File: config.mk
export PLATFORM = sky130hd
export DESIGN_NAME = imu_msg_reader393
export DESIGN_NICKNAME = d
export VERILOG_FILES = /design/src/rtl/imu_msg_reader393.sv
export SDC_FILE = /design/constraint.sdc
export NUM_CORES = 1
export LEC_CHECK = 0
export ABC_AREA = 1
export CAP_MARGIN = 40
export CORE_UTILIZATION = 55
export DETAILED_ROUTE_END_ITERATION = 8
export GPL_TIMING_DRIVEN = 1
export PLACE_DENSITY = 0.81
export SYNTH_ARGS = -nofsm -noshare
export SYNTH_HDL_FRONTEND = slang
export SYNTH_SLANG_ARGS = --single-unit
File: constraint.sdc
create_clock -name xclk -period 2 [get_ports xclk]
set_input_delay 0.3 -clock xclk [delete_from_list [all_inputs] [get_ports xclk]]
set_output_delay 0.3 -clock xclk [all_outputs]
set_load 0.05 [all_outputs]
File: src/rtl/imu_msg_reader393.sv
// Purpose: drains one message from a logger source and emits it as a fixed 32-word record.
// Latency: first record word valid 1 cycle after rdy is sampled in IDLE (ts low, output free).
// Backpressure: dout_ready low freezes dout/dout_valid/widx/state and suppresses rd_stb.
//
// Ports:
//   xclk, rst_n        clock, asynchronous active-low reset
//   en                 synchronous enable; low drops any record in progress
//   ts, rdy            source timestamp request (pulse) and message-ready (level)
//   rd_stb, rdata      source read strobe and combinational read data
//   ts_sec, ts_usec    free-running local time
//   dout, dout_valid,
//   dout_ready         registered record stream towards the logger buffer
//   busy, ovr          record in progress; sticky abort/timestamp-overrun flag
module imu_msg_reader393 #(
    parameter logic [3:0] CHANNEL       = 4'h0,
    parameter int         PAYLOAD_WORDS = 28
) (
    input  logic        xclk,
    input  logic        rst_n,
    input  logic        en,
    input  logic        ts,
    input  logic        rdy,
    output logic        rd_stb,
    input  logic [15:0] rdata,
    input  logic [31:0] ts_sec,
    input  logic [19:0] ts_usec,
    output logic [15:0] dout,
    output logic        dout_valid,
    input  logic        dout_ready,
    output logic        busy,
    output logic        ovr
);

    typedef enum logic [1:0] {
        IDLE    = 2'd0,
        HDR     = 2'd1,
        PAYLOAD = 2'd2,
        PAD     = 2'd3
    } state_t;

    // widx of the last payload word; record always ends at widx 31
    localparam logic [4:0] LAST_PAYLOAD = 5'(PAYLOAD_WORDS + 3);

    state_t      state, state_nxt;
    logic [4:0]  widx, widx_nxt;       // index of the next word to be loaded
    logic [15:0] dout_nxt;
    logic        dout_valid_nxt;
    logic        ld;                   // output register may take a new word
    logic        load;                 // a word is written into dout this cycle
    logic        start;                // IDLE -> HDR, header snapshot taken
    logic        abort;                // message cut short inside PAYLOAD
    logic        ovr_set;

    logic [51:0] ts_reg;               // {sec, usec} from the latest ts request
    logic        ts_valid;
    logic [51:0] rec_ts;               // timestamp frozen for the current record
    logic        rec_nots;

    // Header word for index 0..3; tsv is {sec[31:0], usec[19:0]}
    function automatic logic [15:0] hdr_word(input logic [1:0] idx,
                                             input logic [51:0] tsv,
                                             input logic nots);
        logic [15:0] w;
        case (idx)
            2'd0:    w = tsv[15:0];
            2'd1:    w = {CHANNEL, nots, 7'h0, tsv[19:16]};
            2'd2:    w = tsv[35:20];
            default: w = tsv[51:36];
        endcase
        return w;
    endfunction

    always_comb begin
        ld        = !dout_valid || dout_ready;
        state_nxt = state;
        widx_nxt  = widx;
        dout_nxt  = dout;
        load      = 1'b0;
        rd_stb    = 1'b0;
        start     = 1'b0;
        abort     = 1'b0;

        case (state)
            IDLE: begin
                // A ts in the same cycle wins: the new timestamp is captured
                // first and the record starts one cycle later.
                if (rdy && !ts && ld) begin
                    start     = 1'b1;
                    load      = 1'b1;
                    dout_nxt  = hdr_word(2'd0, ts_reg, !ts_valid);
                    widx_nxt  = 5'd1;
                    state_nxt = HDR;
                end
            end
            HDR: begin
                if (ld) begin
                    load     = 1'b1;
                    dout_nxt = hdr_word(widx[1:0], rec_ts, rec_nots);
                    widx_nxt = widx + 5'd1;
                    if (widx == 5'd3) begin
                        state_nxt = PAYLOAD;
                    end
                end
            end
            PAYLOAD: begin
                // Abort is taken even while stalled; the remaining words of
                // the record are then zeros loaded from PAD.
                if (ts || !rdy) begin
                    abort     = 1'b1;
                    state_nxt = PAD;
                    if (ld) begin
                        load     = 1'b1;
                        dout_nxt = 16'h0000;
                        widx_nxt = widx + 5'd1;
                        if (widx == 5'd31) begin
                            state_nxt = IDLE;
                        end
                    end
                end else if (ld) begin
                    load     = 1'b1;
                    rd_stb   = 1'b1;
                    dout_nxt = rdata;
                    widx_nxt = widx + 5'd1;
                    if (widx == LAST_PAYLOAD) begin
                        state_nxt = (widx == 5'd31) ? IDLE : PAD;
                    end
                end
            end
            PAD: begin
                if (ld) begin
                    load     = 1'b1;
                    dout_nxt = 16'h0000;
                    widx_nxt = widx + 5'd1;
                    if (widx == 5'd31) begin
                        state_nxt = IDLE;
                    end
                end
            end
            default: state_nxt = IDLE;
        endcase

        if (!en) begin
            state_nxt = IDLE;
            widx_nxt  = 5'd0;
            dout_nxt  = dout;
            load      = 1'b0;
            rd_stb    = 1'b0;
            start     = 1'b0;
            abort     = 1'b0;
        end

        if (!en) begin
            dout_valid_nxt = 1'b0;
        end else if (load) begin
            dout_valid_nxt = 1'b1;
        end else if (ld) begin
            dout_valid_nxt = 1'b0;
        end else begin
            dout_valid_nxt = dout_valid;
        end

        // start requires !ts, so a capture never coincides with consumption
        ovr_set = en && (abort || (ts && ts_valid));
    end

    always_ff @(posedge xclk or negedge rst_n) begin
        if (!rst_n) begin
            state      <= IDLE;
            widx       <= 5'd0;
            dout       <= 16'h0000;
            dout_valid <= 1'b0;
        end else begin
            state      <= state_nxt;
            widx       <= widx_nxt;
            dout       <= dout_nxt;
            dout_valid <= dout_valid_nxt;
        end
    end

    always_ff @(posedge xclk or negedge rst_n) begin
        if (!rst_n) begin
            ts_reg   <= 52'd0;
            ts_valid <= 1'b0;
            rec_ts   <= 52'd0;
            rec_nots <= 1'b0;
            ovr      <= 1'b0;
        end else begin
            if (en && ts) begin
                ts_reg   <= {ts_sec, ts_usec};
                ts_valid <= 1'b1;
            end else if (!en || start) begin
                ts_valid <= 1'b0;
            end
            if (start) begin
                rec_ts   <= ts_reg;
                rec_nots <= !ts_valid;
            end
            if (ovr_set) begin
                ovr <= 1'b1;
            end
        end
    end

    assign busy = (state != IDLE);

endmodule

After elaboration in Yosys (flattened, before gate mapping):

Index checks and enable logic that the tools add are counted.

* output and inout bits: 20
* input bits: 74
* register bits: 131
* logic and storage cells: 85

* equality and inequality tests: 15
* mux-type cells: 38
* reductions and logical operators: 22
* add/subtract/negate cells: 1

Operators with widths (number)
* $mux W16: 5
* $pmux W16 S4: 1
* $pmux W16 S3: 1
* $mux W2: 9
* $mux W1: 16
* $mux W5: 3
* $ne A3 B3 Y1 const B: 4
* $pmux W5 S2: 1
* $pmux W2 S4: 1
* $eq A2 B2 Y1 const B: 3
* $add A5 B1 Y5 const B: 1
* $eq A5 B2 Y1 const B: 1
* $eq A5 B5 Y1 const B: 1
* $logic_and A1 B1 Y1: 5
* $logic_not A1 Y1: 5
* $eq A2 B1 Y1 const B: 2
* $logic_not A2 Y1: 2
* $logic_or A1 B1 Y1: 4
* $ne A2 B2 Y1 const B: 2
* $reduce_and A4 Y1: 1
* $reduce_bool A2 Y1: 2
* $ne A3 B1 Y1 const B: 1
* $ne A3 B2 Y1 const B: 1
* $reduce_and A3 Y1: 1
* other kinds (3): 3

Longest topological paths before layout:

* word-level depth: 9
* gate-level depth with buffers: 10
* mapped depth without buffers: 9

Least setup slack after synthesis:

No wires, ideal clock.

* kind: flip-flop to output port
* from: reg dout_valid
* to: out rd_stb
* slack: -0.645 ns
* required time: 1.700 ns
* cell stages (with the launch flop): 4
* buffers on the path: 0
* data arrival time: 2.345 ns
* path through: dfrtp_1 > nand2_1 > nand2_1 > nor4_1

* cells in the longest elaborated chain, start to end: 6

RTL lines
* from (decl): RTL line 28 `output logic dout_valid,`
* from (signal assigned): RTL line 176 `dout_valid <= dout_valid_nxt;`
* $logic_not A1 Y1: RTL line 74 `ld = !dout_valid || dout_ready;`
* $logic_or A1 B1 Y1: RTL line 74
* $mux W1: RTL line 119 `end else if (ld) begin`
* $mux W1: RTL line 108 `if (ts || !rdy) begin`
* $mux W1: RTL line 83 `case (state)`
* $mux W1: RTL line 142 `if (!en) begin`
* to (decl): RTL line 23 `output logic rd_stb,`

Every way passes these cells.

Final worst setup path:

* from: reg state[0]
* to: out busy

* cells in the longest elaborated chain, start to end: 1

RTL lines
* from (decl): RTL line 44 `state_t state, state_nxt;`
* from (signal assigned): RTL line 173 `state <= state_nxt;`
* $reduce_bool A2 Y1: RTL line 204 `assign busy = (state != IDLE);`
* to (decl): RTL line 30 `output logic busy,`

Every way passes these cells.

==> flow_summary.html <==
<table>
<tr><th>Metric</th><th>Value</th></tr>
<tr><th colspan="2">Run status</th></tr>
<tr><td>Outcome</td><td>finished, final reports clean</td></tr>
<tr><th colspan="2">Timing</th></tr>
<tr><td>Number of pins exceeding their max-slew limit in the final report</td><td>0</td></tr>
<tr><td>Final period util</td><td>0.9770</td></tr>
<tr><td>Hold Violations, Final</td><td>0</td></tr>
<tr><td>Final critical-path required period</td><td>1954 ps</td></tr>
<tr><td>Skew final</td><td>5.505 ps</td></tr>
<tr><td>RSZ-0062 raised after global routing</td><td>no</td></tr>
<tr><td>Transition time at the pin with the least slew margin</td><td>568.3 ps</td></tr>
<tr><td>FMAX</td><td>0.5118 GHz</td></tr>
<tr><td>Final setup violating endpoints</td><td>0</td></tr>
<tr><td>Final TNS setup</td><td>0 ps</td></tr>
<tr><td>Normalized max-slew margin</td><td>0.6211</td></tr>
<tr><th colspan="2">Setup path</th></tr>
<tr><td>Crit path kind</td><td>reg2out</td></tr>
<tr><td>Worst path arrival time</td><td>1650 ps</td></tr>
<tr><td>Element type at the critical path start</td><td>flip-flop</td></tr>
<tr><td>Crit path top cell by count</td><td>sky130_fd_sc_hd__buf_4</td></tr>
<tr><td>Critical-path maximum fanout</td><td>17</td></tr>
<tr><td>CP top delay family</td><td>buffers and inverters</td></tr>
<tr><td>Cells traversed along the worst timing path</td><td>nor2_2, inv_2, buf_4, buf_4</td></tr>
<tr><td>Maximum single-stage delay on the critical path</td><td>450 ps</td></tr>
<tr><td>Data required time at the worst endpoint</td><td>1700 ps</td></tr>
<tr><td>Buffer and inverter count on the worst path</td><td>3</td></tr>
<tr><td>Crit path capture type</td><td>primary output</td></tr>
<tr><td>Cell with the largest stage delay on the worst path</td><td>sky130_fd_sc_hd__dfrtp_1</td></tr>
<tr><th colspan="2">Placement</th></tr>
<tr><td>Count of port buffers added during placement</td><td>93</td></tr>
<tr><td>Final RePlAce weighted congestion</td><td>0.9043</td></tr>
<tr><td>HPWL after DPL</td><td>11240 microns</td></tr>
<tr><td>Total placed cells including tap cells</td><td>967</td></tr>
<tr><th colspan="2">Die</th></tr>
<tr><td>Cell Rows</td><td>39</td></tr>
<tr><td>Std-Cell Core Area</td><td>0.01137 sq mm</td></tr>
<tr><td>Top-level port count</td><td>94</td></tr>
<tr><td>Horizontal extent of the die</td><td>109.9 microns</td></tr>
<tr><td>Die Span Y</td><td>109.9 microns</td></tr>
<tr><td>Die footprint</td><td>0.01208 sq mm</td></tr>
<tr><td>Effective utilization at floorplan</td><td>0.5633</td></tr>
<tr><th colspan="2">Final layout</th></tr>
<tr><td>Most frequent standard cell in the layout excluding fill and tap cells</td><td>sky130_fd_sc_hd__nand2_1</td></tr>
<tr><td>Synth-to-layout area growth</td><td>27.49%</td></tr>
<tr><td>Net total in the final layout</td><td>924</td></tr>
<tr><td>Diode insertion count for antenna repair</td><td>0</td></tr>
<tr><td>Number of non-filler instances in the completed layout</td><td>999</td></tr>
<tr><td>Share of layout cells above drive strength 1</td><td>0.1600</td></tr>
<tr><td>Number of fill cells in the layout</td><td>842</td></tr>
<tr><td>Final standard cell utilization of the core</td><td>0.7182</td></tr>
<tr><td>Highest-count cells in the layout ignoring fill and taps</td><td>198 x sky130_fd_sc_hd__nand2_1, 131 x sky130_fd_sc_hd__dfrtp_1, 96 x sky130_fd_sc_hd__nor2_1</td></tr>
<tr><th colspan="2">Yosys</th></tr>
<tr><td>Post-synthesis sequential element count</td><td>131</td></tr>
<tr><td>Syn Nets</td><td>828</td></tr>
<tr><td>Avg Inst Size Synth</td><td>8.563 sq um</td></tr>
<tr><td>Area fraction of the dominant cell type after synthesis</td><td>0.5118</td></tr>
<tr><td>Post-synthesis sequential area ratio</td><td>0.5118</td></tr>
<tr><td>Cell type contributing the most total cell area after synthesis</td><td>sky130_fd_sc_hd__dfrtp_1</td></tr>
<tr><td>Number of distinct library cell variants in the gate-level netlist after synthesis</td><td>28</td></tr>
<tr><td>Area of the mapped netlist</td><td>0.006405 sq mm</td></tr>
<tr><td>Most area-consuming cells after synthesis</td><td>sky130_fd_sc_hd__dfrtp_1 51%, sky130_fd_sc_hd__nand2_1 12%, sky130_fd_sc_hd__mux2_2 6.7%</td></tr>
<tr><td>Post-Syn Instances</td><td>748</td></tr>
<tr><td>Total of warnings raised by yosys</td><td>0</td></tr>
<tr><th colspan="2">CTS</th></tr>
<tr><td>Number of buffers created by CTS</td><td>17</td></tr>
<tr><td>Clock-pin slew on the worst setup and hold paths</td><td>50 ps</td></tr>
<tr><td>Source-to-sink clock delay at the later pin of the worst-skew pair</td><td>420 ps</td></tr>
<tr><td>Number of levels the H-tree was split into</td><td>4</td></tr>
<tr><td>Buffer cell driving the clock tree root</td><td>sky130_fd_sc_hd__clkbuf_16</td></tr>
<tr><td>Buffer levels on the longest clock path</td><td>2</td></tr>
<tr><td># Post-CTS Setup Buffers</td><td>0</td></tr>
<tr><td>TritonCTS clock tree</td><td>done</td></tr>
<tr><td>Clock Sinks</td><td>131</td></tr>
<tr><th colspan="2">Detailed routing</th></tr>
<tr><td>DRC errors left</td><td>0</td></tr>
<tr><td>Number of DRC violations after detailed-routing iteration 0</td><td>546</td></tr>
<tr><td>Vias per Instance</td><td>5.459</td></tr>
<tr><td>DR pass1 iterations</td><td>7</td></tr>
<tr><td>Overall via count from detail_route</td><td>5454</td></tr>
<tr><td>Routed wire per std cell</td><td>16.09 microns</td></tr>
<tr><td>Post-detailed-routing wire length</td><td>16070 microns</td></tr>
<tr><td>Post-route antenna net violation count</td><td>0</td></tr>
<tr><th colspan="2">Global routing</th></tr>
<tr><td>Via count of the first global-routing pass</td><td>5372</td></tr>
<tr><td>Total overflow reported by the global router</td><td>0</td></tr>
<tr><td>Antenna violations before repair</td><td>0</td></tr>
<tr><td>Aggregate global-route resource usage</td><td>0.2951</td></tr>
<tr><td>Maximum number of pins on one net before global-route repair</td><td>70</td></tr>
<tr><td>Global-route wire length before repair</td><td>26330 microns</td></tr>
<tr><th colspan="2">Run</th></tr>
<tr><td>Max cap viols</td><td>0</td></tr>
<tr><th colspan="2">Power and ir drop</th></tr>
<tr><td>Worst VDD drop</td><td>0.9425 mV</td></tr>
<tr><td>Power per cell area</td><td>1392 mW/mm^2</td></tr>
<tr><td>Lkg Pwr</td><td>4.045 nW</td></tr>
<tr><th colspan="2">Worst hold path</th></tr>
<tr><td>Class of the most critical hold timing path</td><td>in2async</td></tr>
</table>
==> path summary, 6_finish.rpt <==
path                       startpoint  slack [ps]          to  cells past startpoint
hold / removal                  rst_n         420     widx[3]                      2
setup reg to reg              widx[0]         170     dout[2]                      9
max in group asynchronous       rst_n         910  ts_reg[20]                      3
hold reg to reg            rec_ts[21]         480  rec_ts[21]                      2
min in group xclk          ts_sec[31]         470  ts_reg[51]                      3
setup / recovery             state[0]          50        busy                      4
==> Yosys cell counts <==
master                     count
sky130_fd_sc_hd__mux2_2       38
sky130_fd_sc_hd__nor3_1        1
sky130_fd_sc_hd__nand2_1     199
sky130_fd_sc_hd__buf_6         8
sky130_fd_sc_hd__nand3_1      85
sky130_fd_sc_hd__ha_1          6
sky130_fd_sc_hd__nand2_2       4
sky130_fd_sc_hd__o221ai_1      1
sky130_fd_sc_hd__nor2_4        1
sky130_fd_sc_hd__o21ai_1       6
sky130_fd_sc_hd__buf_4         7
sky130_fd_sc_hd__o22ai_1       2
sky130_fd_sc_hd__o211ai_1      1
sky130_fd_sc_hd__a21oi_1      25
sky130_fd_sc_hd__nand2_4       2
sky130_fd_sc_hd__buf_2        19
sky130_fd_sc_hd__clkbuf_1      9
sky130_fd_sc_hd__nand3_2       1
sky130_fd_sc_hd__dfrtp_1     131
sky130_fd_sc_hd__mux2_4        9
sky130_fd_sc_hd__nor2_1       96
sky130_fd_sc_hd__a22oi_1       1
sky130_fd_sc_hd__o21ai_0      13
sky130_fd_sc_hd__nor2_2       15
sky130_fd_sc_hd__inv_1        61
sky130_fd_sc_hd__nor4_1        1
sky130_fd_sc_hd__inv_2         5
sky130_fd_sc_hd__nand4_1       1
==> layout make-up <==
type / instances / area, sq um / area share
inverters: 66 / 247.7 / 0.03034
repair buffers: 120 / 1241 / 0.1520
clock buffers: 23 / 488.0 / 0.05976
flip-flops and latches: 131 / 3278 / 0.4015
multi-input cells: 508 / 2630 / 0.3221
well taps: 143 / 178.9 / 0.02191
clock inverters: 8 / 101.3 / 0.01241
==> stage by stage <==
stage	worst slack [ps]	hold WS (ps)	power, W	instance area [sq um]
global route	25.51	488.3	0.01202	8165
detailed placement	49.93	334.9	0.008220	7561
global placement	114.3	320.6	0.008088	7561
CTS	50.72	440.6	0.01136	8160
floorplan	236.6	4.409	0.006866	6420
finish	45.94	424.7	0.01136	8165
==> worst register-to-register path: stages (launching register included) <==
cell	delay, ps
sky130_fd_sc_hd__dfrtp_1	420
sky130_fd_sc_hd__inv_1	120
sky130_fd_sc_hd__ha_2	320
sky130_fd_sc_hd__nand2_1	110
sky130_fd_sc_hd__nand2_1	70
sky130_fd_sc_hd__o21ai_0	310
sky130_fd_sc_hd__buf_4	190
sky130_fd_sc_hd__nand3_1	60
sky130_fd_sc_hd__nand2_1	80
sky130_fd_sc_hd__nand2_1	50
==> kinds of logic (layout without fill, tap and decap cells) <==
kind of cell | count (synthesis) | after routing | synth area share
buffers and inverters | 109 | 217 | 0.08107
flip-flops | 131 | 131 | 0.5118
adder cells (fa/ha/maj) | 6 | 6 | 0.01172
AO/OA/AOI/OAI | 49 | 49 | 0.04005
AND/OR/NAND/NOR | 406 | 406 | 0.2674
multiplexers | 47 | 47 | 0.08791
==> report_power, final <==
group	switching [W]	total, W	internal (W)	leakage, nW
sequential	0.000606	0.00416	0.00355	1.58
clock	0.00112	0.00308	0.00196	0.281
combinational	0.00261	0.00413	0.00152	2.19
total	0.00434	0.0114	0.00702	4.05
==> what timing repair did <==
action | 4_1_cts | 5_1_grt
resized for setup | 0 | 2
hold buffers | 1 | 0
endpoints found under the setup margin | 0 | 2
endpoints found under the hold margin | 37 | 0
==> layer usage <==
| metal | part of all wire | global-route usage | wire, microns |
|---|---|---|---|
| met5 | 0 | 0 | 0 |
| met4 | 0.031 | 0.1457 | 499 |
| met3 | 0.060 | 0.06758 | 968 |
| met2 | 0.49 | 0.4759 | 7932 |
| met1 | 0.42 | 0.3741 | 6673 |
(Power assumes the default switching activity.)
